`config.mk`:
```
export PLATFORM = sky130hd
export DESIGN_NAME = matmul_seq_ctrl
export DESIGN_NICKNAME = d
export VERILOG_FILES = /design/src/rtl/matmul_pkg.sv /design/src/rtl/matmul_seq_timeout.sv /design/src/rtl/matmul_seq_ctrl.sv
export SDC_FILE = /design/constraint.sdc
export NUM_CORES = 1
export LEC_CHECK = 0
export ABC_AREA = 1
export CORE_ASPECT_RATIO = 0.7
export CORE_MARGIN = 2
export CORE_UTILIZATION = 36
export DETAILED_ROUTE_END_ITERATION = 6
export PLACE_DENSITY = 0.69
export SLEW_MARGIN = 20
export SYNTH_ARGS = -nofsm -noshare
export SYNTH_HDL_FRONTEND = slang
export SYNTH_SLANG_ARGS = --single-unit
```
`constraint.sdc`:
```
create_clock -name clk -period 47.1 [get_ports clk]
set_input_delay 14.13 -clock clk [delete_from_list [all_inputs] [get_ports clk]]
set_output_delay 14.13 -clock clk [all_outputs]
set_load 0.02 [all_outputs]
```
`src/rtl/matmul_pkg.sv`:
```
// Shared types and constants for the 4x4 matrix-multiply sequencer.
package matmul_pkg;

  typedef enum logic [1:0] {
    ST_LOAD  = 2'd0,
    ST_START = 2'd1,
    ST_WAIT  = 2'd2,
    ST_DRAIN = 2'd3
  } state_t;

  localparam logic [1:0] ERR_NONE       = 2'd0;
  localparam logic [1:0] ERR_EARLY_LAST = 2'd1;
  localparam logic [1:0] ERR_NO_LAST    = 2'd2;
  localparam logic [1:0] ERR_TIMEOUT    = 2'd3;

  localparam int N             = 4;
  localparam int ELEM_W        = 8;
  localparam int RES_W         = 16;
  localparam int OPERAND_BEATS = 32;
  localparam int RESULT_BEATS  = 16;
  localparam int ELEMS         = N * N;

endpackage

```
`src/rtl/matmul_seq_timeout.sv`:
```
// Loadable down-counter; expired marks the enabled cycle that consumes the last count.
module matmul_seq_timeout #(
  parameter int TO_W = 11
) (
  input  logic            clk,
  input  logic            rst,
  input  logic            clr,
  input  logic            load,
  input  logic [TO_W-1:0] load_value,
  input  logic            en,
  output logic            expired
);

  logic [TO_W-1:0] count_reg;

  always_ff @(posedge clk or posedge rst) begin
    if (rst) begin
      count_reg <= '0;
    end else if (clr) begin
      count_reg <= '0;
    end else if (load) begin
      count_reg <= load_value;
    end else if (en && (count_reg != '0)) begin
      count_reg <= count_reg - 1'b1;
    end
  end

  assign expired = en && (count_reg == TO_W'(1));

endmodule

```
`src/rtl/matmul_seq_ctrl.sv`:
```
// Byte-stream to matmul_4x4 sequencer: load operands, start, wait with timeout, drain results.
// Optional perf counters are built when MATMUL_SEQ_CTRL_PERF_EN is defined.
module matmul_seq_ctrl
  import matmul_pkg::*;
#(
  parameter int TIMEOUT_CYCLES = 1024,
  parameter int TO_W           = 11
) (
  input  logic         clk,
  input  logic         rst,
  input  logic         in_valid,
  output logic         in_ready,
  input  logic [7:0]   in_data,
  input  logic         in_last,
  output logic         out_valid,
  input  logic         out_ready,
  output logic [15:0]  out_data,
  output logic         out_last,
  output logic         err,
  output logic [1:0]   err_code,
  output logic         mm_start,
  output logic [127:0] mm_a,
  output logic [127:0] mm_b,
  input  logic [255:0] mm_c,
  input  logic         mm_done
`ifdef MATMUL_SEQ_CTRL_PERF_EN
  ,
  output logic [31:0]  perf_cycles,
  output logic [15:0]  perf_jobs
`endif
);

  state_t state_reg, state_next;
  logic [4:0]        cnt_reg, cnt_next;
  logic [3:0]        idx_reg, idx_next;
  logic              err_reg, err_next;
  logic [1:0]        err_code_reg, err_code_next;
  logic              first_wait_reg, first_wait_next;
  logic              in_fire, out_fire, capture;
  logic              to_clr, to_load, to_en, to_expired;
  logic [ELEM_W-1:0] opnd_reg [OPERAND_BEATS];
  logic [RES_W-1:0]  res_reg  [RESULT_BEATS];

  assign in_ready  = (state_reg == ST_LOAD);
  assign mm_start  = (state_reg == ST_START);
  assign out_valid = (state_reg == ST_DRAIN);
  assign out_data  = out_valid ? res_reg[idx_reg] : '0;
  assign out_last  = out_valid && (idx_reg == 4'(RESULT_BEATS - 1));
  assign err       = err_reg;
  assign err_code  = err_code_reg;
  assign in_fire   = in_valid && in_ready;
  assign out_fire  = out_valid && out_ready;

  matmul_seq_timeout #(.TO_W(TO_W)) u_timeout (
    .clk        (clk),
    .rst        (rst),
    .clr        (to_clr),
    .load       (to_load),
    .load_value (TO_W'(TIMEOUT_CYCLES)),
    .en         (to_en),
    .expired    (to_expired)
  );

  always_comb begin
    state_next      = state_reg;
    cnt_next        = cnt_reg;
    idx_next        = idx_reg;
    err_next        = 1'b0;
    err_code_next   = err_code_reg;
    first_wait_next = first_wait_reg;
    capture         = 1'b0;
    to_clr          = 1'b0;
    to_load         = 1'b0;
    to_en           = 1'b0;
    case (state_reg)
      ST_LOAD: begin
        to_clr = 1'b1;
        if (in_fire) begin
          if (cnt_reg == 5'(OPERAND_BEATS - 1)) begin
            cnt_next = '0;
            if (in_last) begin
              state_next = ST_START;
            end else begin
              err_next      = 1'b1;
              err_code_next = ERR_NO_LAST;
            end
          end else if (in_last) begin
            cnt_next      = '0;
            err_next      = 1'b1;
            err_code_next = ERR_EARLY_LAST;
          end else begin
            cnt_next = cnt_reg + 5'd1;
          end
        end
      end
      ST_START: begin
        to_load         = 1'b1;
        first_wait_next = 1'b1;
        state_next      = ST_WAIT;
      end
      ST_WAIT: begin
        to_en           = 1'b1;
        first_wait_next = 1'b0;
        // A done still asserted from the previous job is only trusted after one WAIT cycle.
        if (mm_done && !first_wait_reg) begin
          capture    = 1'b1;
          idx_next   = '0;
          state_next = ST_DRAIN;
        end else if (to_expired) begin
          err_next      = 1'b1;
          err_code_next = ERR_TIMEOUT;
          state_next    = ST_LOAD;
        end
      end
      ST_DRAIN: begin
        if (out_fire) begin
          if (idx_reg == 4'(RESULT_BEATS - 1)) begin
            idx_next   = '0;
            state_next = ST_LOAD;
          end else begin
            idx_next = idx_reg + 4'd1;
          end
        end
      end
      default: state_next = ST_LOAD;
    endcase
  end

  always_ff @(posedge clk or posedge rst) begin
    if (rst) begin
      state_reg      <= ST_LOAD;
      cnt_reg        <= '0;
      idx_reg        <= '0;
      err_reg        <= 1'b0;
      err_code_reg   <= ERR_NONE;
      first_wait_reg <= 1'b0;
    end else begin
      state_reg      <= state_next;
      cnt_reg        <= cnt_next;
      idx_reg        <= idx_next;
      err_reg        <= err_next;
      err_code_reg   <= err_code_next;
      first_wait_reg <= first_wait_next;
    end
  end

  genvar gi;
  generate
    for (gi = 0; gi < OPERAND_BEATS; gi++) begin : g_opnd
      always_ff @(posedge clk or posedge rst) begin
        if (rst) begin
          opnd_reg[gi] <= '0;
        end else if (in_fire && (cnt_reg == 5'(gi))) begin
          opnd_reg[gi] <= in_data;
        end
      end
    end

    // Operand beat b lands at byte b of the bus, which is exactly the row-major packing.
    for (gi = 0; gi < ELEMS; gi++) begin : g_bus
      assign mm_a[ELEM_W*gi +: ELEM_W] = opnd_reg[gi];
      assign mm_b[ELEM_W*gi +: ELEM_W] = opnd_reg[ELEMS + gi];
    end

    for (gi = 0; gi < RESULT_BEATS; gi++) begin : g_res
      always_ff @(posedge clk or posedge rst) begin
        if (rst) begin
          res_reg[gi] <= '0;
        end else if (capture) begin
          res_reg[gi] <= mm_c[RES_W*gi +: RES_W];
        end
      end
    end
  endgenerate

`ifdef MATMUL_SEQ_CTRL_PERF_EN
  logic [31:0] run_reg;
  logic [31:0] perf_cycles_reg;
  logic [15:0] perf_jobs_reg;

  // run_reg counts the START cycle plus every WAIT cycle seen so far.
  always_ff @(posedge clk or posedge rst) begin
    if (rst) begin
      run_reg         <= '0;
      perf_cycles_reg <= '0;
      perf_jobs_reg   <= '0;
    end else begin
      if (state_reg == ST_START) begin
        run_reg <= 32'd1;
      end else if (state_reg == ST_WAIT) begin
        run_reg <= run_reg + 32'd1;
      end
      if (capture) begin
        perf_cycles_reg <= run_reg + 32'd1;
        perf_jobs_reg   <= perf_jobs_reg + 16'd1;
      end
    end
  end

  assign perf_cycles = perf_cycles_reg;
  assign perf_jobs   = perf_jobs_reg;
`endif

endmodule

```
After elaboration in Yosys (flattened, before gate mapping)
Cells that the tools add are included.
Widths: inputs -> output; s select.
{ "totals": {"out_inout_bits": 279, "wordCells": 197, "in_bits": 270, "regBits": 538} }
{ "op_classes": {"bitwise_logic": 1, "order_cmp": 1, "mux": 40, "reduce_logical": 50, "n_eq_ne": 47, "n_addsub": 3} }
{ "ops": {"columns": ["cell", "count"], "rows": [
  ["$eq 5x5->1 const B", 16],
  ["$bmux 16 s4", 1],
  ["$mux 16", 3],
  ["$eq 5x4->1 const B", 8],
  ["$logic_and 1x1->1", 38],
  ["$mux 11", 3],
  ["$mux 2", 12],
  ["$eq 5x3->1 const B", 4],
  ["$mux 4", 3],
  ["$reduce_and 6->1", 2],
  ["$eq 11x1->1 const B", 1],
  ["$mux 1", 11],
  ["$reduce_bool 11->1", 1],
  ["$sub 11x1->11 const B", 1],
  ["$eq 5x2->1 const B", 2],
  ["$mux 5", 2],
  ["$ne 2x1->1 const B", 5],
  ["$pmux 2 s4", 1],
  ["$pmux 4 s2", 1],
  ["$ne 2x2->1 const B", 3],
  ["$ne 3x3->1 const B", 2],
  ["$reduce_bool 2->1", 3],
  ["$add 5x1->5 const B", 1],
  ["$eq 5x1->1 const B", 1],
  ["15 further kinds", 17]
]} }

Longest topological paths before layout
{ "logic_depth": {"ltp_word": 6, "depth_mapped": 11} }

By module
From an unflattened synthesis, not the netlist that was laid out.
{ "unflattened": {"hier_cells": 2725, "area_unflattened_um2": 23282.3} }
{ "modules_own_cells": {"columns": ["module", "instances", "area_each_um2", "cells_each"], "rows": [
  ["matmul_seq_ctrl", 1, 22431.5, 2592],
  ["matmul_seq_timeout", 1, 850.8, 133]
]} }

Least setup slack after synthesis
No wires, ideal clock.
{ "synth_path": {"kind": "register to output", "start": "reg idx_reg[1]", "end": "out out_data[14]", "path_buffers": 3, "arrival_ns": 1.606, "setup_slack_ns": 31.364, "stages_incl_launch_ff": 8, "path_cell_list": "dfrtp_1 > clkbuf_1 > buf_2 > clkbuf_1 > o211ai_1 > nand3_1 > nand3_1 > a21oi_1"} }
{ "synth_between": {"elab_chain_cells": 5} }
{ "synth_rtl": {"columns": ["item", "line", "text"], "rows": [
  ["start: declaration", "matmul_seq_ctrl.sv:35", "logic [3:0] idx_reg, idx_next;"],
  ["start signal: assignment", "matmul_seq_ctrl.sv:140", "idx_reg <= idx_next;"],
  ["$not 4->5 (implied by the code)", "matmul_seq_ctrl.sv:47", "assign out_data = out_valid ? res_reg[idx_reg] : '0;"],
  ["$bmux 16 s4", "matmul_seq_ctrl.sv:47", null],
  ["$mux 16 (implied by the code) (2 in a row)", "matmul_seq_ctrl.sv:47", null],
  ["$mux 16", "matmul_seq_ctrl.sv:47", null],
  ["end: declaration", "matmul_seq_ctrl.sv:17", "output logic [15:0] out_data,"]
]} }
No other way between the ends. The select of a mux whose other input is x is not followed.

==> results.toml <==
[synth]
avgSynthCellArea_um2 = 8.48
yosysUniqueCellTypes = 30
ys_seq_area_share_pct = 58.6
yosys_warnings = 0
synth_seq_cells = 538
synthCells = 2708
synth_area_um2 = 23000
syn_nets = 2992

[worst_setup_path]
reg2reg_slack_ns = 42.51
end_kind = "async pin"
critPathArrivalTime_ns = 18.64
critPathLaunchType = "input pin"
crit_required_ns = 47.71
crit_type = "in2async"
crit_path_max_fanout = 96

[layout]
largest_reg_flops = 256
fin_nets = 3453
fin_cells = 4051
syn_to_final_growth_pct = 34.3
drive_above_1_share_pct = 4.30

[grt]
grt_start_max_net_pins = 200
grt.total_usage_pct = 23.0
grt_pass1_vias = 19000
grt_pass1_wl_um = 117000
globalRouteOverflowTotal = 0
antenna_found_initial = 16

[sta]
finClkSkew_ns = 0.0594
fin_crit_sh_pct = 38.3
slew_headroom_pct = 32.4
rsz0062_at_grt = "false"
setup_violations = 0
tightest_slew_ns = 1.01
timing.fmax_mhz = 55.5
finalHoldViolCount = 0
finalSetupTns_ns = 0
finalCriticalPeriod_ns = 18.03
timing_max_transition_violations_final = 0

[min_path]
min_path_type = "reg2reg"

[power]
p_leak_nw = 14.1
ir_drop_mv = 0.0424
power_density_nw_per_um2 = 57.7
finalPower_mw = 1.78

[detailed_routing]
detail-route-antenna-nets = 0
finalWirelength_um = 77300
routed_via_density = 4.93
vias = 20000
firstDrtPassIters = 5
routedWlPerCell_um = 19.1
drtIter0Drc = 1947
drc = 0

[floorplan]
dieArea_um2 = 65900
core_area_um2 = 63100
start_util_pct = 36.4
die_w_um = 306
ios = 549
rows = 77
dieHeight_um = 215

[cts]
cts_setup_buffers = 0
h-tree-depth = 2
clock-sinks = 538
cts_tree = "yes"
clkSlewWorstSetupHoldPaths_ns = 0.06
clk_path_buf_depth = 3
hold_buffers = 0
cts_resized = 0
cts_inserted_buffers = 54
insertion_delay_ns = 0.64
cts_root_buf = "clkbuf_16"

[placed_design]
dp_cells = 3942
hpwl_um = 53400
globalplace.congestion = 0.874
port-buffer-count = 548

[job]
maxCapViolCount = 0

[status]
status = "finished, final reports clean"
synth_stat cells (all sizes together):
library cell / count / area [um^2]
o21ai: 399 / 2000
buf: 65 / 355
ha: 14 / 175
dfrtp: 538 / 13500
clkbuf: 103 / 387
nand2: 892 / 3360
o22ai: 2 / 12.5
clkinv: 4 / 15.0
inv: 191 / 719
nor3: 10 / 140
nor2: 180 / 691
a21oi: 104 / 521
and2: 1 / 6.26
nand3: 159 / 801
or2: 1 / 6.26
o21bai: 1 / 7.51
nand4: 14 / 93.8
xor2: 4 / 35.0
o211ai: 26 / 195
metrics by stage:
step                      util [%]  area (um^2)  hold slack, ns  setup slack, ns
after floorplan                  -        23000           0.442            17.93
after global placement        45.9        29000           0.457            28.29
after detailed placement      45.9        29000           0.460            28.29
after CTS                     48.9        30800           0.477            28.96
after global routing          48.9        30800           0.497            28.45
final                         48.9        30900           0.475            29.07
metal layers:
metal  GRT usage [%]  part of all wire, %  vias to the layer above
met2            33.2                   43                      749
li1                -                    -                     9566
met5               0                 0.14                        -
met1            32.5                   44                     9496
met4            8.13                  3.4                       16
met3            7.17                  9.4                      149
worst max-delay path: stages:
cell and delay [ns]:
clkdlybuf4s50_1 0.49, inv_8 0.48, buf_4 0.79, buf_4 0.82, buf_4 0.84, buf_4 0.84
cell type report:
type                    count  area (um^2)
well taps                 829         1040
repair buffers            573         5670
multi-input cells        1807         8040
inverters                 195          749
clock buffers              73         1510
fillers                  5928        32200
flip-flops and latches    538        13500
clock inverters            26          349
diodes                     10         25.0
cell families after synthesis:
group,synth area share (%)
flip-flops,58.6
adder cells (fa/ha/maj),0.762
XOR/XNOR,0.152
AO/OA/AOI/OAI,11.9
AND/OR/NAND/NOR,22.2
buffers and inverters,6.43
where the power goes:
group	internal (mW)	leakage, nW	switching [mW]
clock network	0.256	0.908	0.197
registers	0.630	6.95	0.0802
logic	0.242	6.25	0.376
total	1.13	14.1	0.653
cell usage in the layout, fill, tap and decap left out, types with 3 or more instances in the layout:
| master | count |
|---|---|
| nor2_1 | 178 |
| nand2_1 | 889 |
| inv_1 | 185 |
| o211ai_1 | 26 |
| ha_1 | 14 |
| xor2_1 | 4 |
| buf_4 | 25 |
| bufinv_16 | 5 |
| clkbuf_16 | 54 |
| dfrtp_1 | 536 |
| clkbuf_8 | 9 |
| a21oi_1 | 104 |
| nand2_2 | 3 |
| nor3_4 | 8 |
| clkbuf_1 | 10 |
| inv_2 | 3 |
| o21ai_0 | 394 |
| nand4_1 | 13 |
| o21ai_1 | 5 |
| nand3_1 | 158 |
| diode_2 | 10 |
| inv_8 | 3 |
| clkdlybuf4s50_1 | 548 |
| clkinvlp_4 | 3 |
| clkinv_4 | 3 |
| clkinv_2 | 10 |
| clkinv_1 | 4 |
path summary, 6_finish.rpt:
kind                       depth (start not counted)         start           end
max reg2reg                                        8  state_reg[0]   res_reg[73]
min                                                2  res_reg[119]  res_reg[119]
min reg2reg                                        2  res_reg[119]  res_reg[119]
min in group asynchronous                          2           rst     mm_b[110]
max in group clk                                   7    idx_reg[0]   out_data[2]
max                                                6           rst   res_reg[93]
Note: power is estimated with default switching activity, not from simulation.
